<file path="src/rtl/warp_pkg.sv">
// warp_pkg
// Shared types and defaults for the warp fetch arbiter slice.
//   arb_state_e         : arbiter FSM states (ARB_IDLE, ARB_ISSUE, ARB_WAIT)
//   NUM_WARPS_DEFAULT   : default number of requesting warp controllers
//   ARB_TIMEOUT_DEFAULT : default response timeout in cycles
package warp_pkg;

    typedef enum logic [1:0] {
        ARB_IDLE  = 2'b00,
        ARB_ISSUE = 2'b01,
        ARB_WAIT  = 2'b10
    } arb_state_e;

    localparam int NUM_WARPS_DEFAULT   = 4;
    localparam int ARB_TIMEOUT_DEFAULT = 256;

endpackage

</file>
<file path="src/rtl/warp_rr_pick.sv">
// warp_rr_pick
// Purely combinational round-robin picker: finds the first set bit of req
// at or after ptr, wrapping from the top index back to 0.
// Ports:
//   req   in  N     request mask
//   ptr   in  PW    search start index (always < N)
//   found out 1     any bit of req set
//   index out PW    winning index (0 when nothing is found)
module warp_rr_pick #(
    parameter int N  = 4,
    parameter int PW = $clog2(N)
) (
    input  logic [N-1:0]  req,
    input  logic [PW-1:0] ptr,
    output logic          found,
    output logic [PW-1:0] index
);

    int j;

    // Walk the candidates from farthest to nearest so the last hit, which is
    // the closest one at or after ptr, is the one that sticks.
    always_comb begin
        found = |req;
        index = '0;
        j     = 0;
        for (int i = N - 1; i >= 0; i--) begin
            j = int'(ptr) + i;
            if (j >= N) begin
                j = j - N;
            end
            if (req[j]) begin
                index = PW'(j);
            end
        end
    end

endmodule

</file>
<file path="src/rtl/warp_fetch_arbiter.sv">
// warp_fetch_arbiter
// Shares one instruction-memory port between NUM_WARPS warp controllers.
// Grants one warp at a time in round-robin order, keeps one transaction
// outstanding, routes the response back to the owning warp and aborts a
// transaction whose response does not arrive within TIMEOUT_CYCLES.
//
// Optional build macro: WARP_FETCH_ARB_PRIO_EN adds the warp_prio input; when
// any requesting warp also has its prio bit set, only those warps compete
// (round-robin from the shared rr pointer inside that class).
//
// Handshakes:
//   warp side : warp_req is a level held until warp_ack; warp_ack is a
//               one-cycle pulse in ARB_IDLE; warp_valid / warp_err are
//               one-cycle pulses that end the transaction for owner.
//   mem side  : a request transfers on a cycle with mem_req && mem_ready;
//               mem_req stays high and mem_addr stable until then. mem_valid
//               is only honoured in ARB_ISSUE (on the accepting cycle) and
//               ARB_WAIT.
//
// Ports:
//   clk, rst_n  : clock, asynchronous active-low reset
//   warp_req    : per-warp fetch request
//   warp_addr   : packed per-warp address, warp i at [i*ADDR_W +: ADDR_W]
//   warp_ack    : one-hot, request latched
//   warp_valid  : one-hot, response for the warp on warp_rdata
//   warp_err    : one-hot, transaction timed out
//   warp_rdata  : response data (zero when no response this cycle)
//   mem_req/mem_addr/mem_ready : memory request channel
//   mem_valid/mem_rdata        : memory response channel
//   owner       : current or last granted warp
//   busy        : FSM is not in ARB_IDLE
module warp_fetch_arbiter
    import warp_pkg::*;
#(
    parameter int NUM_WARPS      = NUM_WARPS_DEFAULT,
    parameter int ADDR_W         = 32,
    parameter int DATA_W         = 32,
    parameter int TIMEOUT_CYCLES = ARB_TIMEOUT_DEFAULT
) (
    input  logic                          clk,
    input  logic                          rst_n,
    input  logic [NUM_WARPS-1:0]          warp_req,
    input  logic [NUM_WARPS*ADDR_W-1:0]   warp_addr,
`ifdef WARP_FETCH_ARB_PRIO_EN
    input  logic [NUM_WARPS-1:0]          warp_prio,
`endif
    output logic [NUM_WARPS-1:0]          warp_ack,
    output logic [NUM_WARPS-1:0]          warp_valid,
    output logic [NUM_WARPS-1:0]          warp_err,
    output logic [DATA_W-1:0]             warp_rdata,
    output logic                          mem_req,
    output logic [ADDR_W-1:0]             mem_addr,
    input  logic                          mem_ready,
    input  logic                          mem_valid,
    input  logic [DATA_W-1:0]             mem_rdata,
    output logic [$clog2(NUM_WARPS)-1:0]  owner,
    output logic                          busy
);

    localparam int IDX_W = $clog2(NUM_WARPS);
    localparam int TMR_W = $clog2(TIMEOUT_CYCLES) + 1;
    localparam logic [TMR_W-1:0]     TMR_LAST = TMR_W'(TIMEOUT_CYCLES - 1);
    localparam logic [NUM_WARPS-1:0] ONE_HOT0 = {{(NUM_WARPS-1){1'b0}}, 1'b1};

    arb_state_e        state_q, state_d;
    logic [IDX_W-1:0]  rr_ptr_q, rr_ptr_d;
    logic [IDX_W-1:0]  owner_q, owner_d;
    logic [ADDR_W-1:0] addr_q, addr_d;
    logic [TMR_W-1:0]  timer_q, timer_d;

    logic [NUM_WARPS-1:0] ack_c;
    logic                 resp_fire;
    logic                 err_fire;
    logic                 issue_c;
    logic [IDX_W-1:0]     owner_inc;

    logic                 pick_found;
    logic [IDX_W-1:0]     pick_idx;
    logic                 all_found;
    logic [IDX_W-1:0]     all_idx;

    warp_rr_pick #(.N(NUM_WARPS), .PW(IDX_W)) u_pick_all (
        .req   (warp_req),
        .ptr   (rr_ptr_q),
        .found (all_found),
        .index (all_idx)
    );

`ifdef WARP_FETCH_ARB_PRIO_EN
    logic [NUM_WARPS-1:0] prio_req;
    logic                 prio_found;
    logic [IDX_W-1:0]     prio_idx;

    assign prio_req = warp_req & warp_prio;

    warp_rr_pick #(.N(NUM_WARPS), .PW(IDX_W)) u_pick_prio (
        .req   (prio_req),
        .ptr   (rr_ptr_q),
        .found (prio_found),
        .index (prio_idx)
    );

    // The priority class wins whenever it is non-empty; both classes share
    // the one rr pointer.
    assign pick_found = all_found;
    assign pick_idx   = prio_found ? prio_idx : all_idx;
`else
    assign pick_found = all_found;
    assign pick_idx   = all_idx;
`endif

    // Modulo increment that also works for non-power-of-2 warp counts.
    assign owner_inc = (int'(owner_q) == NUM_WARPS - 1) ? '0 : owner_q + IDX_W'(1);

    always_comb begin
        state_d   = state_q;
        rr_ptr_d  = rr_ptr_q;
        owner_d   = owner_q;
        addr_d    = addr_q;
        timer_d   = timer_q;
        ack_c     = '0;
        resp_fire = 1'b0;
        err_fire  = 1'b0;
        issue_c   = 1'b0;
        case (state_q)
            ARB_IDLE: begin
                if (pick_found) begin
                    ack_c   = ONE_HOT0 << pick_idx;
                    owner_d = pick_idx;
                    addr_d  = warp_addr[int'(pick_idx)*ADDR_W +: ADDR_W];
                    state_d = ARB_ISSUE;
                end
            end
            ARB_ISSUE: begin
                issue_c = 1'b1;
                if (mem_ready) begin
                    if (mem_valid) begin
                        // Memory answered on the accepting cycle itself.
                        resp_fire = 1'b1;
                        rr_ptr_d  = owner_inc;
                        state_d   = ARB_IDLE;
                    end else begin
                        timer_d = '0;
                        state_d = ARB_WAIT;
                    end
                end
            end
            ARB_WAIT: begin
                timer_d = timer_q + TMR_W'(1);
                // A response on the timeout cycle still counts as a response.
                if (mem_valid) begin
                    resp_fire = 1'b1;
                    rr_ptr_d  = owner_inc;
                    timer_d   = '0;
                    state_d   = ARB_IDLE;
                end else if (timer_q == TMR_LAST) begin
                    err_fire = 1'b1;
                    rr_ptr_d = owner_inc;
                    timer_d  = '0;
                    state_d  = ARB_IDLE;
                end
            end
            default: begin
                state_d = ARB_IDLE;
            end
        endcase
    end

    always_ff @(posedge clk or negedge rst_n) begin
        if (!rst_n) begin
            state_q  <= ARB_IDLE;
            rr_ptr_q <= '0;
            owner_q  <= '0;
            addr_q   <= '0;
            timer_q  <= '0;
        end else begin
            state_q  <= state_d;
            rr_ptr_q <= rr_ptr_d;
            owner_q  <= owner_d;
            addr_q   <= addr_d;
            timer_q  <= timer_d;
        end
    end

    // The grant is combinational from warp_req, so it is held off while in
    // reset to keep every output quiet.
    assign warp_ack   = rst_n ? ack_c : '0;
    assign warp_valid = resp_fire ? (ONE_HOT0 << owner_q) : '0;
    assign warp_err   = err_fire ? (ONE_HOT0 << owner_q) : '0;
    assign warp_rdata = resp_fire ? mem_rdata : '0;
    assign mem_req    = issue_c;
    assign mem_addr   = addr_q;
    assign owner      = owner_q;
    assign busy       = (state_q != ARB_IDLE);

endmodule

</file>
<file path="config.mk">
export PLATFORM = sky130hd
export DESIGN_NAME = warp_fetch_arbiter
export DESIGN_NICKNAME = d
export VERILOG_FILES = /design/src/rtl/warp_pkg.sv /design/src/rtl/warp_rr_pick.sv /design/src/rtl/warp_fetch_arbiter.sv
export SDC_FILE = /design/constraint.sdc
export NUM_CORES = 1
export LEC_CHECK = 0
export CAP_MARGIN = 20
export CORE_MARGIN = 2
export CORE_UTILIZATION = 31
export DETAILED_ROUTE_END_ITERATION = 10
export GPL_TIMING_DRIVEN = 0
export PLACE_DENSITY_LB_ADDON = 0.3
export SLEW_MARGIN = 30
export SYNTH_ARGS = -nofsm -noshare
export SYNTH_HDL_FRONTEND = slang
export SYNTH_SLANG_ARGS = --single-unit
</file>
<file path="constraint.sdc">
create_clock -name clk -period 2.1 [get_ports clk]
set_clock_uncertainty 0.2 [all_clocks]
set_input_delay 0.42 -clock clk [delete_from_list [all_inputs] [get_ports clk]]
set_output_delay 0.42 -clock clk [all_outputs]
set_load 0.05 [all_outputs]
</file>
==> impl_metrics.json, run 1 <==
{
  "ys.flop_type": "dfrtp_1",
  "setup_ws_ns": -0.473,
  "grtUsageMet2": 0.447,
  "grt_setup_unrepaired": "true",
  "worst_pin_slew_ns": 0.804,
  "cts.sinks": 47,
  "p_per_area_nw_per_um2": 1180,
  "timing.hold.ws_ns": -0.111,
  "syn_avg_cell_area_sq_um": 8.90,
  "power_uw": 8760,
  "yosysSeqAreaShare": 0.353,
  "synth-seq-cells": 47,
  "cts_tree": "done",
  "dieArea_sq_um": 11600,
  "area_growth_pct": 124,
  "crit_top_cell": "buf_6",
  "cpPeakStageDelay_ns": 0.61,
  "synth_area_sq_um": 3330,
  "gr-usage-met3": 0.0690,
  "rr_worst_depth": 9,
  "netlist.area_leader.share": 0.353,
  "overflow": 0,
  "synthMostInstantiatedCell": "a211oi_1",
  "cts_buffer_depth": 2,
  "initial_utilization": 0.321,
  "status": "finished, violations left",
  "end_kind": "output port",
  "synthTopCellsByArea": "dfrtp_1, a211oi_1, mux2i_1",
  "hold_path_class": "in -> async",
  "grt_start_max_net_pins": 33,
  "maxCapViolations": 0,
  "drive_gt1_frac": 0.370,
  "antenna_found_initial": 0,
  "use_met1": 0.256,
  "grt_pass1_vias": 4249,
  "slowest_stage": "or4_4",
  "first_pass_iters": 4,
  "crit_path_start_kind": "flop",
  "fin_nets": 848,
  "final_max_slew_viol_count": 0,
  "synth_common_cells": "a211oi_1, dfrtp_1, and2_1",
  "htreeDepth": 2,
  "crit_required_ns": 1.48,
  "drtIter0Drc": 125,
  "crit_cells": 5,
  "place_hpwl_mm": 10.4,
  "grt_pass1_wl_mm": 21.6,
  "finalInstanceArea_sq_um": 7440,
  "core_area_sq_um": 10400,
  "cts_made_buffers": 5,
  "fp-row-count": 37,
  "vias_per_cell": 5.29,
  "drt-wirelength-per-cell_microns": 19.7,
  "ios": 248,
  "clk_pin_slew_worst_paths_ns": 0.10,
  "die_w_microns": 108,
  "synthArstFlopShare": 1.00,
  "timing.final.crit_share": 1.23,
  "n_fill_cell": 774,
  "crit_chain": "nor3b_4, buf_6, or4_4, nor3_4, buf_6",
  "max_freq_mhz": 389,
  "failed_checks": "negative hold slack, negative setup slack",
  "finalHoldViolCount": 31,
  "yosysTopAreaCell": "dfrtp_1",
  "post_dp_cell_area_sq_um": 6150,
  "critPathTopFamily": "simple AND/OR/NAND/NOR gates",
  "root_buffer": "clkbuf_8",
  "gp_congestion": 0.837,
  "grt_busiest_layer": "met2",
  "slew_headroom": 0.462,
  "post-place-ws_ns": -1.62,
  "synth_edf_count": 0,
  "port_buffers": 247,
  "critical_path_class": "reg -> out",
  "setup_viol": 66,
  "cts_hold_buf": 1,
  "synth_cells": 374,
  "chipHeight_microns": 108,
  "yosysUniqueCellTypes": 35,
  "synth_nets": 550,
  "min_period_ns": 2.57,
  "p_leak_uw": 0.00319,
  "worstSkewPairLatency_ns": 0.31,
  "drc": 0,
  "path_buf_inv": 2,
  "ant_nets": 0,
  "routed_wl_mm": 15.9,
  "worstPathArrival_ns": 1.95,
  "antenna_cells": 0,
  "yosysWarnings": 0,
  "vias": 4268,
  "cp_max_fo": 6,
  "ir_drop_v": 0.000722,
  "gr-usage-all-layers": 0.237
}
[flip-flops by register name, indices dropped and copies added (netlist names)]
signal,flops
mem_addr,32
owner,2
rr_ptr_q,2
state_q,2
timer_q,9
[cells by family after synthesis]
group / synth area share
AO/OA/AOI/OAI: 0.212
adder cells (fa/ha/maj): 0.0301
buffers and inverters: 0.0444
flip-flops: 0.353
multiplexers: 0.106
AND/OR/NAND/NOR: 0.255
[where the power goes]
part           switching, uW  internal (uW)
logic                   3890           2770
clock network            320            224
registers                261           1290
[area by class of cell]
| cell class | count | area, sq um | area share |
|---|---|---|---|
| multi-input cells | 298 | 2650 | 0.356 |
| clock buffers | 6 | 72.6 | 0.00975 |
| repair buffers | 291 | 3090 | 0.415 |
| well taps | 136 | 170 | 0.0229 |
| flip-flops and latches | 47 | 1180 | 0.158 |
| plain buffers | 23 | 259 | 0.0348 |
| inverters | 6 | 26.3 | 0.00353 |
[path summary, 6_finish.rpt]
path                             startpoint          end  slack [ns]
worst max register to register   state_q[0]  rr_ptr_q[1]       -0.08
worst min-delay path                  rst_n  mem_addr[3]       -0.11
max in group asynchronous             rst_n  rr_ptr_q[0]        0.58
worst max-delay path            rr_ptr_q[1]  warp_ack[2]       -0.47
worst min register to register   timer_q[5]   timer_q[5]        0.34
min in group clk                 timer_q[5]   timer_q[5]        0.34
[layout by cell type, fill, tap and decap left out, drive strengths merged, types with 14 or more instances in the layout]
cell type,count
a211oi,64
and2,42
and3,32
buf,106
clkbuf,14
clkdlybuf4s50,161
dfrtp,47
dlygate4sd2,31
mux2i,33
nand2,16
nor2,44
[worst reg2reg max path: cells and delay by family (launching register included)]
kind | cells | cell delay, ns
multiplexers | 1 | 0.35
AND/OR/NAND/NOR | 1 | 0.20
AO/OA/AOI/OAI | 3 | 0.38
buffers and inverters | 3 | 0.34
adder cells (fa/ha/maj) | 1 | 0.19
flip-flops | 1 | 0.42
[timing repair]
action | CTS | global route
endpoints found under the hold margin | 16 | 31
gates resized for setup | 462 | 146
setup buffers | 26 | 12
setup endpoints to repair | 115 | 95
cloned | 4 | 4
pin swaps | 33 | 43
[metal layers]
layer  share of wire  vias to the layer above
li1                -                     1968
met1            0.36                     2028
met2            0.54                      237
met3           0.085                       35
met4           0.021                        0
met5               0                        -
[stage by stage]
stage | utilization | cells | hold slack (ns) | TNS (ns)
global route | 0.718 | 807 | -0.107 | -21.53
finish | 0.718 | 807 | -0.111 | -16.97
floorplan | - | 374 | -0.0756 | -10.13
global placement | 0.591 | 757 | 0.294 | -140.05
CTS | 0.663 | 795 | -0.116 | -19.49
detailed placement | 0.593 | 758 | 0.112 | -82.66
Power figures use the tool's default switching activity.
==> run 2: changes to the inputs <==
Settings changed: PLACE_DENSITY set to 0.77, PLACE_DENSITY_LB_ADDON 0.3 to unset.
==> run 2 against run 1 <==
The run still ends with negative hold slack, negative setup slack left. Fmax shrank 0.30%. Die area is the same. Clock power grew 3%. Critical path type unchanged. Final area grew 1.8%. Core utilization grew 1.3 points. Worst setup slack lost 0.0079 ns. Clock-buffer cell count grew 1. Critical endpoint is now warp_rdata[5]. First-iteration DRC count grew 15%. Combinational power grew 3.9%. Hold slack lost 0.045 ns. Routed wire length grew 3.9%. Power grew 3.1%.
==> impl_metrics.json, run 2 (same netlist as run 1, synthesis figures left out) <==
{
  "timing.hold.ws_ns": -0.156,
  "power_uw": 9030,
  "gp_congestion": 0.843,
  "cp_max_fo": 5,
  "maxCapViolations": 0,
  "cts_tree": "done",
  "pwr-share-comb": 0.767,
  "fin_nets": 851,
  "htreeDepth": 2,
  "vias": 4343,
  "place_hpwl_mm": 10.7,
  "switching_share": 0.508,
  "timing.final.crit_share": 1.23,
  "critPathTopFamily": "buffers and inverters",
  "worstPathArrival_ns": 1.96,
  "min_period_ns": 2.58,
  "antenna_found_initial": 0,
  "worst_pin_slew_ns": 0.572,
  "drc": 0,
  "crit_required_ns": 1.48,
  "setup_viol": 80,
  "post-place-ws_ns": -1.60,
  "hold_path_class": "in -> async",
  "ios": 248,
  "slowest_stage": "dfrtp_1",
  "routed_wl_mm": 16.5,
  "internal_power_uw": 4440,
  "cts_hold_buf": 1,
  "status": "finished, violations left",
  "max_freq_mhz": 387,
  "crit_path_start_kind": "flop",
  "root_buffer": "clkbuf_8",
  "worstSkewPairLatency_ns": 0.30,
  "p_leak_uw": 0.00324,
  "finalHoldViolCount": 29,
  "final_max_slew_viol_count": 0,
  "cts_made_buffers": 5,
  "ir_drop_v": 0.000719,
  "grt_pass1_vias": 4404,
  "finalInstanceArea_sq_um": 7580,
  "largest_reg_flops": 32,
  "clk_pin_slew_worst_paths_ns": 0.09,
  "first_pass_iters": 4,
  "end_kind": "output port",
  "cts.sinks": 47,
  "final_util": 0.731,
  "cts_buffer_depth": 2,
  "mostFrequentLayoutCell": "clkdlybuf4s50_1",
  "fin_cells": 812,
  "power.switching_uw": 4590,
  "post_dp_cell_area_sq_um": 6150,
  "drive_gt1_frac": 0.391,
  "grt_start_max_net_pins": 27,
  "n_fill_cell": 700,
  "p_per_area_nw_per_um2": 1190,
  "failed_checks": "negative hold slack, negative setup slack",
  "mostFrequentLayoutCells": "clkdlybuf4s50_1, buf_8, a211oi_2, dfrtp_1, and2_4",
  "fp-row-count": 37,
  "power.share.clock": 0.062,
  "core_area_sq_um": 10400,
  "antenna_cells": 0,
  "path_buf_inv": 4,
  "initial_utilization": 0.321,
  "die_w_microns": 108,
  "ant_nets": 0,
  "dp.cells": 758,
  "area_growth_pct": 128,
  "grt_pass1_wl_mm": 22.0,
  "critical_path_class": "reg -> out",
  "overflow": 0,
  "drt-wirelength-per-cell_microns": 20.3,
  "port_buffers": 247,
  "vias_per_cell": 5.35,
  "cpPeakStageDelay_ns": 0.40,
  "grt_setup_unrepaired": "true",
  "dieArea_sq_um": 11600,
  "crit_chain": "inv_2, ha_4, nand2_4, nor2_4, buf_12, clkbuf_16, and2_4, buf_8",
  "drtIter0Drc": 144,
  "setup_ws_ns": -0.481,
  "seq_power_share": 0.171,
  "gr-usage-all-layers": 0.241,
  "chipHeight_microns": 108,
  "slew_headroom": 0.620
}
-- run 2: cell count changes in the layout (fill, tap and decap cells not counted), moves of 2 or more --
| cell | change |
|---|---|
| mux2i_1 | -4 |
| clkbuf_16 | +2 |
| mux2i_2 | +4 |
| dlygate4sd2_1 | -2 |
| buf_2 | -2 |
| clkbuf_1 | +3 |
| o21ai_0 | +5 |
| a211oi_1 | -10 |
| dlymetal6s2s_1 | +3 |
| buf_4 | +4 |
| a211oi_2 | +10 |
| buf_6 | -3 |
| o21ai_1 | -4 |
-- run 2: cell type report --
class	instances	area, sq um	area share
plain buffers	23	230	0.0304
clock buffers	7	76.3	0.0101
clock inverters	1	5.00	0.000660
inverters	6	26.3	0.00347
multi-input cells	297	2710	0.357
flip-flops and latches	47	1180	0.156
well taps	136	170	0.0225
repair buffers	295	3190	0.420
-- run 2: timing repair --
action,in CTS,in global routing
endpoints found under the setup margin,113,97
resized for setup,466,151
pin swaps,34,31
gates cloned,5,2
endpoints found under the hold margin,22,25
buffers inserted,30,16
-- run 2: metal layers --
metal / share of wire / global-route usage / up-vias
met5: 0 / 0 / -
met4: 0.035 / 0.0742 / 0
met3: 0.087 / 0.0587 / 46
met2: 0.54 / 0.465 / 258
met1: 0.34 / 0.253 / 2071
li1: - / - / 1968
-- run 2: final timing paths --
path | from | end | slack (ns) | cells after the start
hold / removal | rst_n | timer_q[0] | -0.16 | 2
setup / recovery | state_q[0] | warp_rdata[5] | -0.48 | 8
setup reg to reg | state_q[0] | mem_addr[25] | -0.20 | 10
min in group clk | mem_addr[26] | mem_addr[26] | 0.37 | 2
max in group asynchronous | rst_n | mem_addr[25] | 1.34 | 2
hold reg to reg | mem_addr[26] | mem_addr[26] | 0.37 | 2
-- run 2: power groups by stage --
stage	Clock (uW)	Combinational, uW	Sequential (uW)
floorplan	0	2360	2660
finish	563	6930	1540
CTS	561	5930	1530
detailed placement	0	5280	1560
global route	593	7270	1590
global placement	0	5210	1530
-- run 2: per-stage QoR --
step           hold slack (ns)  setup TNS (ns)
2_1_floorplan          -0.0756          -10.13
3_3_place_gp             0.293         -139.28
3_5_place_dp             0.146          -87.27
4_1_cts                 -0.150          -19.68
5_1_grt                 -0.151          -28.57
6_report                -0.156          -23.84
==> run 3: changes to the inputs <==
Settings changed: SLEW_MARGIN 30 to 0.
==> run 3 against run 2 <==
The flow still finishes with violations (negative hold slack, negative setup slack). Fmax increased by 0.95%. Global-route usage decreased by 0.32 points. Die area unchanged. Routed wire length decreased by 5.1%. Cell count increased by 0.86%. Highest routed layer unchanged. Critical path depth increased by 1. Critical endpoint is now warp_rdata[8]. Sequential share of layout area increased by 0.56 points. Core utilization decreased by 2.6 points.
==> impl_metrics.json, run 3 (same netlist as run 1, synthesis figures left out) <==
{
  "status": "finished, violations left",
  "failed_checks": "negative hold slack, negative setup slack",
  "htreeDepth": 2,
  "n_fill_cell": 754,
  "p_leak_uw": 0.00321,
  "min_period_ns": 2.56,
  "timing.final.crit_share": 1.22,
  "power.share.clock": 0.065,
  "antenna_found_initial": 0,
  "max_freq_mhz": 391,
  "seq_power_share": 0.181,
  "end_kind": "output port",
  "first_pass_iters": 4,
  "drt-wirelength-per-cell_microns": 19.1,
  "worstSkewPairLatency_ns": 0.30,
  "grt_pass1_wl_mm": 21.7,
  "routed_wl_mm": 15.7,
  "crit_required_ns": 1.48,
  "highest-signal-layer": "met4",
  "crit_path_start_kind": "flop",
  "vias_per_cell": 5.23,
  "clk_pin_slew_worst_paths_ns": 0.09,
  "setup_viol": 80,
  "wl_met3_mm": 1.38,
  "ir_drop_v": 0.000582,
  "timing.hold.ws_ns": -0.0828,
  "die_w_microns": 108,
  "met2WireLength_mm": 8.33,
  "hold_path_class": "in -> async",
  "pwr-share-comb": 0.754,
  "multiInputGateArea_sq_um": 2450,
  "initial_utilization": 0.321,
  "vias": 4285,
  "fin_nets": 858,
  "p_per_area_nw_per_um2": 1150,
  "final.setup.tns_ns": -23.08,
  "seq_area_sq_um": 1180,
  "switching_share": 0.507,
  "finalInstanceArea_sq_um": 7310,
  "largest_reg_flops": 32,
  "fp-row-count": 37,
  "internal_power_uw": 4160,
  "post_dp_cell_area_sq_um": 6140,
  "cts_made_buffers": 5,
  "mostFrequentLayoutCell": "clkdlybuf4s50_1",
  "path_buf_inv": 5,
  "drtIter0Drc": 174,
  "gr-usage-all-layers": 0.237,
  "cts_buffer_depth": 2,
  "drive_gt1_frac": 0.327,
  "grt_pass1_vias": 4246,
  "place_hpwl_mm": 10.7,
  "gp_congestion": 0.843,
  "overflow": 0,
  "crit_chain": "inv_2, buf_12, ha_4, a21oi_4, nor2_4, buf_12, clkbuf_16, and2_2, buf_6",
  "setup_ws_ns": -0.456,
  "power_uw": 8440,
  "ant_nets": 0,
  "worstPathArrival_ns": 1.94,
  "area_growth_pct": 120,
  "core_area_sq_um": 10400,
  "critical_path_class": "reg -> out",
  "finalHoldViolCount": 22,
  "drc": 0,
  "dieArea_sq_um": 11600,
  "final_max_slew_viol_count": 0,
  "post-place-ws_ns": -1.59,
  "slowest_stage": "dfrtp_1",
  "antenna_cells": 0,
  "cp_max_fo": 7,
  "cpPeakStageDelay_ns": 0.40,
  "wl_met1_mm": 5.58,
  "cts.sinks": 47,
  "ios": 248,
  "slew_headroom": 0.607,
  "power.switching_uw": 4280,
  "critPathTopFamily": "buffers and inverters",
  "grt_start_max_net_pins": 27,
  "cts_tree": "done",
  "maxCapViolations": 0,
  "port_buffers": 247,
  "grt_setup_unrepaired": "true",
  "worst_pin_slew_ns": 0.589,
  "chipHeight_microns": 108,
  "mostFrequentLayoutCells": "clkdlybuf4s50_1, a211oi_1, dfrtp_1",
  "root_buffer": "clkbuf_8",
  "crit_top_cell": "buf_12"
}
[run 3: layout make-up]
cell class,instances,share of cell area
Timing Repair Buffer,300,0.432
Tap cell,136,0.0233
Sequential cell,47,0.161
Buffer,25,0.0339
Clock inverter,1,0.000685
Multi-Input combinational cell,297,0.335
Clock buffer,7,0.0104
Inverter,6,0.00360
[run 3: power by group through the flow]
stage	Combinational [uW]	Sequential (uW)	Clock [uW]
6_report	6360	1530	552
2_1_floorplan	2360	2660	0
4_1_cts	5910	1520	559
3_3_place_gp	5210	1530	0
3_5_place_dp	5290	1550	0
5_1_grt	6700	1570	592
[run 3: final timing paths]
path	start	to	slack (ns)	depth (start not counted)
worst max-delay path	state_q[1]	warp_rdata[8]	-0.46	9
worst min-delay path	rst_n	mem_addr[7]	-0.08	1
worst max register to register	rr_ptr_q[1]	mem_addr[11]	-0.23	9
worst min register to register	mem_addr[26]	mem_addr[26]	0.37	2
max in group asynchronous	rst_n	rr_ptr_q[0]	1.21	2
min in group clk	mem_addr[26]	mem_addr[26]	0.37	2
[run 3: routing by layer]
| metal | vias up | GRT usage |
|---|---|---|
| met4 | 0 | 0.0604 |
| met1 | 2026 | 0.257 |
| met5 | - | 0 |
| met3 | 30 | 0.0587 |
| met2 | 240 | 0.456 |
| li1 | 1989 | - |
[run 3: per-stage QoR]
step / hold slack [ns] / utilization / cells
2_1_floorplan: -0.0756 / - / 374
3_3_place_gp: 0.293 / 0.591 / 757
3_5_place_dp: 0.249 / 0.592 / 758
4_1_cts: -0.0787 / 0.665 / 801
5_1_grt: -0.0388 / 0.705 / 819
6_report: -0.0828 / 0.705 / 819
[run 3: timing repair]
item	4_1_cts	5_1_grt
endpoints found under the hold margin	22	22
gates resized for setup	459	79
endpoints found under the setup margin	116	88
cloned	3	3
pin swaps	28	21
setup buffers	32	16
